File: config.mk
export PLATFORM = sky130hd
export DESIGN_NAME = sub32_pipe
export DESIGN_NICKNAME = d
export VERILOG_FILES = /design/src/rtl/sub32_pipe.sv
export SDC_FILE = /design/constraint.sdc
export NUM_CORES = 1
export LEC_CHECK = 0
export ABC_CLOCK_PERIOD_IN_PS = 7000
export CORE_MARGIN = 2
export CORE_UTILIZATION = 42
export DETAILED_ROUTE_END_ITERATION = 16
export GPL_TIMING_DRIVEN = 0
export PLACE_DENSITY = 0.67
export SETUP_SLACK_MARGIN = 0.15
export SLEW_MARGIN = 20
export SYNTH_ARGS = -nofsm -noshare
export SYNTH_HDL_FRONTEND = slang
export SYNTH_SLANG_ARGS = --single-unit
File: constraint.sdc
create_clock -name clk -period 7 [get_ports clk]
set_input_delay 1.05 -clock clk [delete_from_list [all_inputs] [get_ports clk]]
set_output_delay 1.05 -clock clk [all_outputs]
set_load 0.02 [all_outputs]
File: src/rtl/sub32_pipe.sv
// sub32_pipe: two-stage registered subtractor (a - b - bi) with borrow/overflow/zero flags and valid/ready handshake
module sub32_pipe #(
  parameter int WIDTH = 32
) (
  input  logic             clk,
  input  logic             reset_n,
  input  logic             in_valid,
  output logic             in_ready,
  input  logic [WIDTH-1:0] a,
  input  logic [WIDTH-1:0] b,
  input  logic             bi,
  output logic             out_valid,
  input  logic             out_ready,
  output logic [WIDTH-1:0] d,
  output logic             bo,
  output logic             ov,
  output logic             z
);
  logic [WIDTH-1:0] reg_a, reg_b, d_next;
  logic             reg_bi, s1_valid, s2_valid, s2_free;
  logic             bo_next, ov_next, z_next;
  logic [WIDTH:0]   sum;
  assign s2_free   = ~s2_valid | out_ready;
  assign in_ready  = ~s1_valid | s2_free;
  assign out_valid = s2_valid;
  // a + ~b + ~bi keeps the core a plain adder; carry-out low means a borrow occurred
  always_comb begin
    sum     = {1'b0, reg_a} + {1'b0, ~reg_b} + {{WIDTH{1'b0}}, ~reg_bi};
    d_next  = sum[WIDTH-1:0];
    bo_next = ~sum[WIDTH];
    ov_next = (reg_a[WIDTH-1] != reg_b[WIDTH-1]) && (d_next[WIDTH-1] != reg_a[WIDTH-1]);
    z_next  = (d_next == '0);
  end
  always_ff @(posedge clk or negedge reset_n) begin
    if (!reset_n) begin
      s1_valid <= 1'b0;
      reg_a    <= '0;
      reg_b    <= '0;
      reg_bi   <= 1'b0;
    end else if (in_ready) begin
      s1_valid <= in_valid;
      if (in_valid) begin
        reg_a  <= a;
        reg_b  <= b;
        reg_bi <= bi;
      end
    end
  end
  always_ff @(posedge clk or negedge reset_n) begin
    if (!reset_n) begin
      s2_valid <= 1'b0;
      d        <= '0;
      bo       <= 1'b0;
      ov       <= 1'b0;
      z        <= 1'b0;
    end else if (s2_free) begin
      s2_valid <= s1_valid;
      if (s1_valid) begin
        d  <= d_next;
        bo <= bo_next;
        ov <= ov_next;
        z  <= z_next;
      end
    end
  end
endmodule

==> run summary <==
CP Capture Type: register
overall routing resource usage: 19.1%
CP Class: reg2reg
CTS max path bufs: 2
Post-Syn Nets: 661
clk sinks: 102
Layout area overhead: 27.5%
Syn Std Cell Area: 5710 um2
Fmax achieved: 256 MHz
post-synth top area share: 44.7%
ant diodes: 0
setup violators final: 0
clock skew: 5.21 ps
post_cts resized: 0
die width: 121 um
Final Wtd Congestion: 0.909
P_leak: 0.00318 uW
synth top area cells: dfrtp_1, mux2_2, ha_1
Final #Nets: 778
PnR worst setup slack: 3090 ps
top post-synthesis cells by count: dfrtp_1, nand2_1, mux2_2, o21ai_0, inv_1
RSZ-0062 raised after global routing: false
antenna violations before repair: 0
GR Overflow Total: 0
peak supply drop: 0.150 mV
sequential fraction of the synthesis area: 44.7%
number of global-route vias before repair: 4,531
final period utilization: 55.8%
first-pass GRT wire length: 22,000 um
dpl cells: 841
warnings from Yosys: 0
setup TNS: 0 ps
Clock transition at path regs: 70 ps
HPWL after DPL: 10,600 um
largest net degree at the start of global routing: 57
root buffer cell: clkbuf_16
max-slew violation total from the final report: 0
Final Util: 55.0%
IO Pins: 106
total core area: 13,200 um2
vias after detailed routing: 4,532
WL final: 13,500 um
H-tree levels: 3
PwrDens: 332 nW/um2
wire per inst: 15.7 um
worst-margin pin slew: 649 ps
Post-synth top flop: dfrtp_1
fraction of layout cells with a size suffix above 1: 14.3%
# rows: 42
Yosys reg bits: 102
PortBufs: 105
Final Instance Count excl. Fillers: 855
Worst slew margin: 56.7%
Hold-fix buffers, CTS: 0
startpoint types: register
CTS Buf Count: 9
ANT nets after route: 0
outcome: complete, no violations
max cap viols: 0
WP data required: 7280 ps
CP arrival: 4190 ps
most frequent cell after synthesis: dfrtp_1
CTS tree: built
Min-Delay Path Class: reg2reg
ys async rst share: 100%
cell taking the most area after synthesis: dfrtp_1
DIE AREA: 14,500 um2
Post-synth EDFFs: 0
final hold violations: 0
Post-Synthesis Cells: 559
via/cell ratio: 5.30
unique cell type count in the Yosys netlist: 64
initial core utilization: 43.1%
Residual DRC: 0
DIE HEIGHT: 121 um
syn avg cell area: 10.2 um2
DRT iter0 DRCs: 307
Post-CTS Setup Bufs: 0
Place WS: 3190 ps
CP Max Fanout: 4
clock latency on the worst-skew pair: 350 ps
drt pass-1 iters: 4
post-layout min period: 3910 ps
routing by layer:
| metal | vias to the layer above | wire [um] | track usage [%] |
|---|---|---|---|
| li1 | 2211 | - | - |
| met1 | 2190 | 6180 | 26.0 |
| met2 | 113 | 6380 | 30.8 |
| met3 | 18 | 631 | 2.88 |
| met4 | 0 | 271 | 7.41 |
| met5 | - | 0 | 0 |
worst max-delay path, cell delays in order (launching register included):
cell      delay (ps)
dfrtp_1          350
inv_1             60
fa_1             480
fa_1             420
nand2b_1         190
a211oi_1         460
o21ai_1          220
a211oi_2         420
o21ai_1          200
a211oi_1         310
o21ai_0          170
a211oi_1         280
nand4_1          130
o21ai_1          130
cells by family (layout without fill, tap and decap cells):
family	count (synthesis)	after routing	share of synthesized area, %
simple gates	152	152	13.1
compound gates	125	125	13.9
flops	102	102	44.7
mux	69	69	13.6
buf+inv	55	175	3.68
fa+ha+maj	33	33	7.50
xor+xnor	23	23	3.53
sequential cells by signal (all words and copies together), names as in the netlist:
| name | cells |
|---|---|
| d | 32 |
| reg_bi | 1 |
| out_valid | 1 |
| reg_a | 32 |
| s1_valid | 1 |
| z | 1 |
| bo | 1 |
| ov | 1 |
| reg_b | 32 |
worst paths after layout:
path	from	to	slack (ps)	cells past startpoint
setup / recovery	reg_a[0]	z	3090	13
setup reg to reg	reg_a[0]	z	3090	13
hold / removal	d[28]	d[28]	480	2
hold reg to reg	d[28]	d[28]	480	2
max in group asynchronous	reset_n	s1_valid	5770	2
min in group asynchronous	reset_n	reg_b[7]	620	1
layout by cell type (no fill, tap or decap), types with 7 or more instances in the layout:
master,instances
clkbuf_1,18
o21ai_0,38
clkdlybuf4s50_1,104
a21oi_1,29
a211oi_1,7
mux2_2,69
nor2_1,17
xnor2_1,12
inv_1,37
nand3_1,8
ha_1,31
xor2_1,11
nand2_1,73
clkbuf_16,9
dfrtp_1,102
stage by stage:
stage	hold slack (ps)	area [um2]	power [uW]
3_3_place_gp	463	6980	1910
3_5_place_dp	475	7010	1940
6_report	484	7280	2420
4_1_cts	490	7280	2430
2_1_floorplan	471	5710	1510
5_1_grt	511	7280	2570
report_power, final:
group          internal (uW)  total (uW)  switching, uW
clock network            273         484            211
logic                    502        1100            595
registers                739         836           96.7
total                   1520        2420            903
cell type report:
type	count	area, um2
fill	1194	5960
multi-input combinational	402	2950
sequential	102	2550
timing repair buffer	106	1080
clock buffer	12	236
tap	176	220
inverter	37	139
buffer	18	71.3
clock inverter	2	35.0
Note: power is estimated with default switching activity, not from simulation.
